==> config.mk <==
export PLATFORM = sky130hd
export DESIGN_NAME = ifetch_unit
export DESIGN_NICKNAME = d
export VERILOG_FILES = /design/src/rtl/ifetch_unit_pkg.sv /design/src/rtl/ifetch_fifo.sv /design/src/rtl/ifetch_unit.sv
export SDC_FILE = /design/constraint.sdc
export NUM_CORES = 1
export LEC_CHECK = 0
export CORE_MARGIN = 3
export CORE_UTILIZATION = 50
export CTS_BUF_LIST = sky130_fd_sc_hd__clkbuf_4
export DETAILED_ROUTE_END_ITERATION = 7
export GPL_ROUTABILITY_DRIVEN = 0
export PLACE_DENSITY = 0.91
export SYNTH_ARGS = -nofsm -noshare
export SYNTH_HDL_FRONTEND = slang
export SYNTH_HIERARCHICAL = 1
export SYNTH_SLANG_ARGS = --single-unit
export TNS_END_PERCENT = 100
==> constraint.sdc <==
create_clock -name clk -period 4.99 [get_ports clk]
set_input_delay 0.998 -clock clk [delete_from_list [all_inputs] [get_ports clk]]
set_output_delay 0.998 -clock clk [all_outputs]
set_load 0.02 [all_outputs]
==> src/rtl/ifetch_unit_pkg.sv <==
// Shared definitions for the instruction fetch stage: state encoding,
// instruction width and the filler word used for fetch-fault entries.
package ifetch_unit_pkg;

    localparam int unsigned INSTR_W = 32;
    localparam logic [INSTR_W-1:0] NOP_INSTR_WORD = 32'h0000_0013;

    typedef enum logic {
        FETCH_RUN   = 1'b0,
        FETCH_FAULT = 1'b1
    } fetch_state_t;

endpackage

==> src/rtl/ifetch_fifo.sv <==
// Two-entry in-order FIFO between fetch and decode. Flush wins over any
// push/pop in the same cycle; the head is read straight from storage flops.
module ifetch_fifo #(
    parameter int unsigned WIDTH = 65
) (
    input  logic             clk,
    input  logic             reset_n,
    input  logic             flush,
    input  logic             push,
    input  logic [WIDTH-1:0] push_data,
    input  logic             pop,
    output logic             head_valid,
    output logic [WIDTH-1:0] head_data,
    output logic [1:0]       count
);

    logic [WIDTH-1:0] mem [2];
    logic             rd_ptr;
    logic             wr_ptr;
    logic             do_push;
    logic             do_pop;

    assign do_pop  = pop & (count != 2'd0);
    assign do_push = push & ((count != 2'd2) | do_pop);

    always_ff @(posedge clk or negedge reset_n) begin
        if (!reset_n) begin
            rd_ptr <= 1'b0;
            wr_ptr <= 1'b0;
            count  <= '0;
        end else if (flush) begin
            rd_ptr <= 1'b0;
            wr_ptr <= 1'b0;
            count  <= '0;
        end else begin
            if (do_push) wr_ptr <= ~wr_ptr;
            if (do_pop)  rd_ptr <= ~rd_ptr;
            count <= count + {1'b0, do_push} - {1'b0, do_pop};
        end
    end

    always_ff @(posedge clk or negedge reset_n) begin
        if (!reset_n) begin
            for (int unsigned i = 0; i < 2; i++) mem[i] <= '0;
        end else if (do_push && !flush) begin
            mem[wr_ptr] <= push_data;
        end
    end

    assign head_valid = (count != 2'd0);
    assign head_data  = mem[rd_ptr];

endmodule

==> src/rtl/ifetch_unit.sv <==
// Instruction fetch stage: drives the PC register, issues single-outstanding
// memory requests, buffers responses for decode and handles redirects/faults.
module ifetch_unit
    import ifetch_unit_pkg::*;
#(
    parameter int unsigned         XLEN      = 32,
    parameter logic [INSTR_W-1:0]  NOP_INSTR = NOP_INSTR_WORD
) (
    input  logic               clk,
    input  logic               reset_n,
    input  logic [XLEN-1:0]    pc_current,
    output logic [XLEN-1:0]    pc_next,
    output logic               pc_stall,
    input  logic               redirect_valid,
    input  logic [XLEN-1:0]    redirect_pc,
    output logic               imem_req_valid,
    input  logic               imem_req_ready,
    output logic [XLEN-1:0]    imem_req_addr,
    input  logic               imem_rsp_valid,
    input  logic [INSTR_W-1:0] imem_rsp_data,
    output logic               if_valid,
    input  logic               if_ready,
    output logic [XLEN-1:0]    if_pc,
    output logic [INSTR_W-1:0] if_instr,
    output logic               if_fault
);

    localparam int unsigned ENTRY_W = XLEN + INSTR_W + 1;

    fetch_state_t         state;
    fetch_state_t         state_next;
    logic                 run_en;
    logic                 outstanding;
    logic                 kill;
    logic [XLEN-1:0]      req_pc;
    logic [1:0]           fifo_count;
    logic [2:0]           occupancy;
    logic                 deq;
    logic                 credit_ok;
    logic                 slot_free;
    logic                 aligned;
    logic                 can_start;
    logic                 fire;
    logic                 fault_push;
    logic                 rsp_take;
    logic                 rsp_push;
    logic                 push;
    logic [ENTRY_W-1:0]   push_data;
    logic [ENTRY_W-1:0]   head_data;

    assign deq       = if_valid & if_ready;
    assign occupancy = {1'b0, fifo_count} - {2'b00, deq} + {2'b00, outstanding};
    assign credit_ok = (occupancy < 3'd2);
    assign aligned   = (pc_current[1:0] == 2'b00);
    assign can_start = run_en & (state == FETCH_RUN) & !redirect_valid & credit_ok;

    // A new request waits until the previous one is answered (possibly this
    // cycle), so a killed response can never be confused with a newer one.
    assign slot_free = !outstanding | imem_rsp_valid;

    assign imem_req_valid = can_start & aligned & slot_free;
    assign imem_req_addr  = pc_current;
    assign fire           = imem_req_valid & imem_req_ready;
    assign fault_push     = can_start & !aligned;

    // Responses with nothing outstanding (e.g. from before a reset) are ignored.
    assign rsp_take  = imem_rsp_valid & outstanding;
    assign rsp_push  = rsp_take & !kill & !redirect_valid;
    assign push      = rsp_push | fault_push;
    assign push_data = rsp_push ? {req_pc, imem_rsp_data, 1'b0}
                                : {pc_current, NOP_INSTR, 1'b1};

    always_comb begin
        state_next = state;
        pc_next    = pc_current;
        pc_stall   = 1'b1;
        if (redirect_valid) begin
            state_next = FETCH_RUN;
            pc_next    = redirect_pc;
            pc_stall   = 1'b0;
        end else if (fire) begin
            pc_next    = pc_current + {{(XLEN-3){1'b0}}, 3'd4};
            pc_stall   = 1'b0;
        end else if (fault_push) begin
            state_next = FETCH_FAULT;
        end
    end

    always_ff @(posedge clk or negedge reset_n) begin
        if (!reset_n) begin
            state       <= FETCH_RUN;
            run_en      <= 1'b0;
            outstanding <= 1'b0;
            kill        <= 1'b0;
            req_pc      <= '0;
        end else begin
            state  <= state_next;
            run_en <= 1'b1;
            if (fire) begin
                outstanding <= 1'b1;
                req_pc      <= pc_current;
            end else if (rsp_take) begin
                outstanding <= 1'b0;
            end
            if (rsp_take)
                kill <= 1'b0;
            else if (redirect_valid && outstanding)
                kill <= 1'b1;
        end
    end

    ifetch_fifo #(
        .WIDTH (ENTRY_W)
    ) u_fifo (
        .clk        (clk),
        .reset_n    (reset_n),
        .flush      (redirect_valid),
        .push       (push),
        .push_data  (push_data),
        .pop        (deq),
        .head_valid (if_valid),
        .head_data  (head_data),
        .count      (fifo_count)
    );

    assign if_pc    = head_data[ENTRY_W-1 -: XLEN];
    assign if_instr = head_data[INSTR_W:1];
    assign if_fault = head_data[0];

endmodule

# --- After elaboration in Yosys (flattened, before gate mapping) ---
# Index checks and enable logic that the tools add are counted.
# Widths: inputs -> output; s select.
word_totals:
  reg_bits: 170
  in_bits: 102
  output_inout_bits: 132
op_classes:
  n_addsub: 5
  magnitude_cmp: 4
  eq_ne: 2
  mux: 23
  bitwise_logic: 21
  n_reduce_logical: 15
ops:
  columns: ["op", "n"]
  rows:
  - ["$mux 65", 5]
  - ["$bwmux 130", 1]
  - ["$demux 65 s1", 1]
  - ["$mux 32", 2]
  - ["$add 32x3->32 const B", 1]
  - ["$and 1x1->1", 13]
  - ["$mux 1", 13]
  - ["$reduce_bool 2->1", 6]
  - ["$ge 2x2->1 const B", 2]
  - ["$logic_not 1->1", 4]
  - ["$ne 2x2->1 const B", 2]
  - ["$not 1->2", 2]
  - ["$add 3x1->3", 1]
  - ["$logic_and 1x1->1", 3]
  - ["$lt 3x2->1 const B", 1]
  - ["$not 1->1", 3]
  - ["$or 1x1->1", 3]
  - ["$sub 2x1->3", 1]
  - ["$add 2x1->2", 1]
  - ["$logic_not 2->1", 1]
  - ["$lt 2x1->1 const B", 1]
  - ["$mux 2", 1]
  - ["$reduce_and 2->1", 1]
  - ["$sub 2x1->2", 1]

# --- Depth between registers and ports, before layout ---
depth:
  depth_word: 12
  depth_mapped: 16
  depth_no_buf: 15

# --- Modules after synthesis ---
# The synthesis kept the hierarchy.
by_module_without_submodules:
  columns: ["mod", "instances", "cells_per_inst", "area_per_inst_um2", "seq_area_each_um2"]
  rows:
  - ["ifetch_fifo", 1, 369, 6064.6, 3353.2]
  - ["ifetch_unit", 1, 447, 3330.7, 900.9]

# --- Worst setup path before layout ---
# OpenSTA, ideal clock, no wires.
synth_timing:
  path_kind: "input port to output port"
  from: "input if_ready"
  to: "output pc_next[24]"
  t_arrival_ns: 3.665
  required_ns: 3.992
  slack_ns: 0.327
  path_stages: 9
  cell_sequence: "and2_1 > ha_1 > nand2b_1 > fa_1 > and4bb_2 > nand4_2 > or4_4 > or4_1 > a31oi_1"
synth_between:
  elab_chain_len: 10
synth_rtl:
  columns: ["element", "line_no", "text"]
  rows:
  - ["start: declaration", "ifetch_unit.sv:22", "input logic if_ready,"]
  - ["$and 1x1->1", "ifetch_unit.sv:51", "assign deq = if_valid & if_ready;"]
  - ["$sub 2x1->3", "ifetch_unit.sv:52", "assign occupancy = {1'b0, fifo_count} - {2'b00, deq} + {2'b00, outstanding};"]
  - ["$add 3x1->3", "ifetch_unit.sv:52", null]
  - ["$lt 3x2->1", "ifetch_unit.sv:53", "assign credit_ok = (occupancy < 3'd2);"]
  - ["$and 1x1->1", "ifetch_unit.sv:55", "assign can_start = run_en & (state == FETCH_RUN) & !redirect_valid & credit_ok;"]
  - ["$and 1x1->1 (2 in a row)", "ifetch_unit.sv:61", "assign imem_req_valid = can_start & aligned & slot_free;"]
  - ["$and 1x1->1", "ifetch_unit.sv:63", "assign fire = imem_req_valid & imem_req_ready;"]
  - ["$mux 32", "ifetch_unit.sv:81", "end else if (fire) begin"]
  - ["$mux 32", "ifetch_unit.sv:77", "if (redirect_valid) begin"]
  - ["end: declaration", "ifetch_unit.sv:12", "output logic [XLEN-1:0] pc_next,"]
# No other way between the ends.

# --- Final worst setup path ---
layout_timing:
  from: "input if_ready"
  to: "output pc_next[24]"
layout_between:
  elab_chain_len: 10
layout_rtl:
  columns: ["element", "line_no", "text"]
  rows:
  - ["$and 1x1->1", "ifetch_unit.sv:51", null]
  - ["via deq", "ifetch_unit.sv:38", "logic deq;"]
  - ["$sub 2x1->3", "ifetch_unit.sv:52", null]
  - ["$add 3x1->3", "ifetch_unit.sv:52", null]
  - ["$lt 3x2->1", "ifetch_unit.sv:53", null]
  - ["$and 1x1->1", "ifetch_unit.sv:55", null]
  - ["$and 1x1->1 (2 in a row)", "ifetch_unit.sv:61", null]
  - ["$and 1x1->1", "ifetch_unit.sv:63", null]
  - ["$mux 32", "ifetch_unit.sv:81", null]
  - ["$mux 32", "ifetch_unit.sv:77", null]
# The timed path passes the listed nets, and every way through them passes these cells.

==> reports/qor.yml <==
clkSinkCount: 170
path_common_cell: "or4_4"
grt-ovfl-total: 0
dr.pass1.iters: 5
routed_wl_mm: 24.5
fin_skew_ns: 0.0286
synth_edf_count: 0
grt_pass1_vias: 7259
power_density_mw_per_mm2: 364
hold_class: "reg2reg"
yosysUniqueCellTypes: 46
syn_avg_cell_area_sq_um: 11.5
most-common-layout-cells: "clkdlybuf4s50_1, mux2_2, dfrtp_1, nand2_1, mux2_4"
critPathRequiredTime_ns: 3.99
root_buffer: "clkbuf_4"
fillers: 1315
numCtsBuffers: 17
cp-end-kind: "output pin"
vias: 7116
seqCellArea_sq_mm: 0.00426
syn_area_sq_mm: 0.00940
fin_crit_ns: 4.89
gr-usage-all-layers_pct: 24.0
cts_max_level: 4
rows: 49
synth_ff_type: "dfrtp_1"
start_kind: "input port"
path_max_fanout: 3
final_layout_size_suffix_gt1_share_pct: 32.7
ys_seq_area_share_pct: 45.3
critPathKind: "in2out"
vdd_drop_max_v: 0.000449
syn-num-nets: 923
total_power_mw: 4.43
fp.dieH_um: 143
ant_nets: 0
design_area_sq_mm: 0.0122
start_util_pct: 51.6
num-nets-final: 1140
worstMarginPinSlew_ns: 0.853
cp_data_arrival_time_ns: 3.90
slew_headroom_pct: 43.1
fin_crit_sh_pct: 98.1
multiInputGateArea_sq_mm: 0.00464
synthArstFlopShare_pct: 100
dp_hpwl_mm: 17.3
pin_count: 234
port_buffers: 233
clockBufferDepth: 2
hold_violations: 0
outcome: "finished, final reports clean"
yosys_warnings: 6
routedWlPerCell_um: 19.3
rsz0062_at_grt: "true"
place_area_sq_mm: 0.0119
drt_iter0_markers: 424
drc: 0
n_antenna_cell: 0
clock_latency_ns: 0.56
cts_tree: "built"
vias_per_cell: 5.58
grt_pass1_wl_mm: 38.8
finalSetupViolations: 0
critical_path_buf_inv_count: 2
ys_ff_latch: 170
die_area_sq_mm: 0.0205
area_growth_syn_to_layout_pct: 29.8
p_leak_nw: 5.42
grt_antenna_before_repair: 1
slew_violations: 0
critPathTopFamily: "simple AND/OR/NAND/NOR gates"
coreArea_sq_mm: 0.0182
max_cap_viol_count: 0
mostFrequentLayoutCell: "clkdlybuf4s50_1"
cp_slowest_stage_delay_ns: 0.54
clk_pin_slew_ns: 0.15
cp_cell_sequence: "dlygate4sd2_1 > and2_4 > ha_4 > nand2b_4 > fa_1 > and4bb_2 > nand4_2 > or4_4 > or4_4 > a31oi_1 > buf_4"
die_w_um: 143
grt_max_degree: 98
syn_inst: 816
fin_util_pct: 67.0
fmax_mhz: 204
crit_slowest_cell: "or4_4"
[per-layer routing]
layer | GRT usage, % | wire, um | vias up
met5 | 0 | 0 | -
met4 | 7.80 | 703 | 0
met3 | 5.36 | 1430 | 53
met2 | 40.3 | 12400 | 275
met1 | 31.0 | 10000 | 3560
li1 | - | - | 3228
[worst paths after layout]
check                           slack (ns)  cells past startpoint        endpoint            start
worst max-delay path                   0.1                     11     pc_next[24]         if_ready
worst min-delay path                  0.48                      2      req_pc[13]       req_pc[13]
worst max register to register        1.22                     13   u_fifo/mem[3]  u_fifo/count[0]
worst min register to register        0.48                      2      req_pc[13]       req_pc[13]
max in group asynchronous             3.43                      2  u_fifo/mem[14]          reset_n
min in group asynchronous             0.49                      1  u_fifo/mem[55]          reset_n
[sequential cells by signal, summed over array words and instances (netlist names)]
name           cells
run_en             1
req_pc            32
u_fifo/wr_ptr      1
u_fifo/mem       130
u_fifo/rd_ptr      1
u_fifo/count       2
outstanding        1
state              1
kill               1
[kinds of logic (layout without fill, tap and decap cells)]
| logic type | count (synthesis) | in the layout | share of synthesized area [%] |
|---|---|---|---|
| adder cells (fa/ha/maj) | 5 | 5 | 0.746 |
| XOR/XNOR | 28 | 28 | 2.61 |
| AO/OA/AOI/OAI | 45 | 45 | 2.70 |
| flip-flops | 170 | 170 | 45.3 |
| buffers and inverters | 95 | 325 | 6.37 |
| AND/OR/NAND/NOR | 244 | 244 | 12.9 |
| other | 1 | 1 | 0.0399 |
| multiplexers | 228 | 228 | 29.3 |
[metrics by stage]
stage / hold WS, ns / instances / setup WS, ns / setup TNS, ns
floorplan: 0.433 / 816 / 0.327 / 0
global placement: 0.443 / 1241 / -0.605 / -8.28
detailed placement: 0.450 / 1241 / -0.691 / -11.14
CTS: 0.483 / 1273 / 0.00600 / 0
global route: 0.506 / 1275 / -0.0267 / -0.0267
finish: 0.482 / 1275 / 0.0960 / 0
[power by group]
part | total (mW) | switching, mW | internal, mW | leakage (nW)
Clock | 0.829 | 0.552 | 0.277 | 0.159
Combinational | 1.62 | 0.730 | 0.887 | 3.04
Sequential | 1.99 | 0.216 | 1.77 | 2.22
Total | 4.43 | 1.50 | 2.93 | 5.42
[repair_timing]
item,CTS,global route
hold buffers,0,0
endpoints found under the setup margin,31,26
gates resized for setup,54,18
pin swaps,1,3
gates cloned,0,0
setup buffers,0,2
[synth_stat cells, types with 5 or more instances]
library cell | number | area (sq um)
buf_2 | 7 | 35.0
buf_12 | 5 | 100
nor3_1 | 7 | 35.0
nand3_1 | 12 | 60.1
nand2b_1 | 5 | 31.3
buf_4 | 37 | 278
xnor2_1 | 24 | 210
inv_1 | 12 | 45.0
a31oi_1 | 5 | 31.3
and2_1 | 34 | 213
nor4_1 | 16 | 100
mux2_4 | 50 | 751
mux2_2 | 178 | 2000
o21ai_0 | 29 | 145
dfrtp_1 | 170 | 4250
nand2_1 | 125 | 469
nor2_1 | 11 | 41.3
nand4_1 | 10 | 62.6
clkbuf_1 | 28 | 105
or4_1 | 5 | 37.5
[tightest hold or removal path, delay by kind of cell, from the launching register on]
kind / cells / cell delay [ns]
simple gates: 2 / 0.10
flops: 1 / 0.37
[cell type report]
type	count	share of cell area (%)
clock buffers	17	1.05
clock inverters	15	1.39
inverters	12	0.369
multi-input cells	551	38.0
flip-flops and latches	170	34.9
well taps	229	2.35
repair buffers	281	21.9
Power figures use the tool's default switching activity.
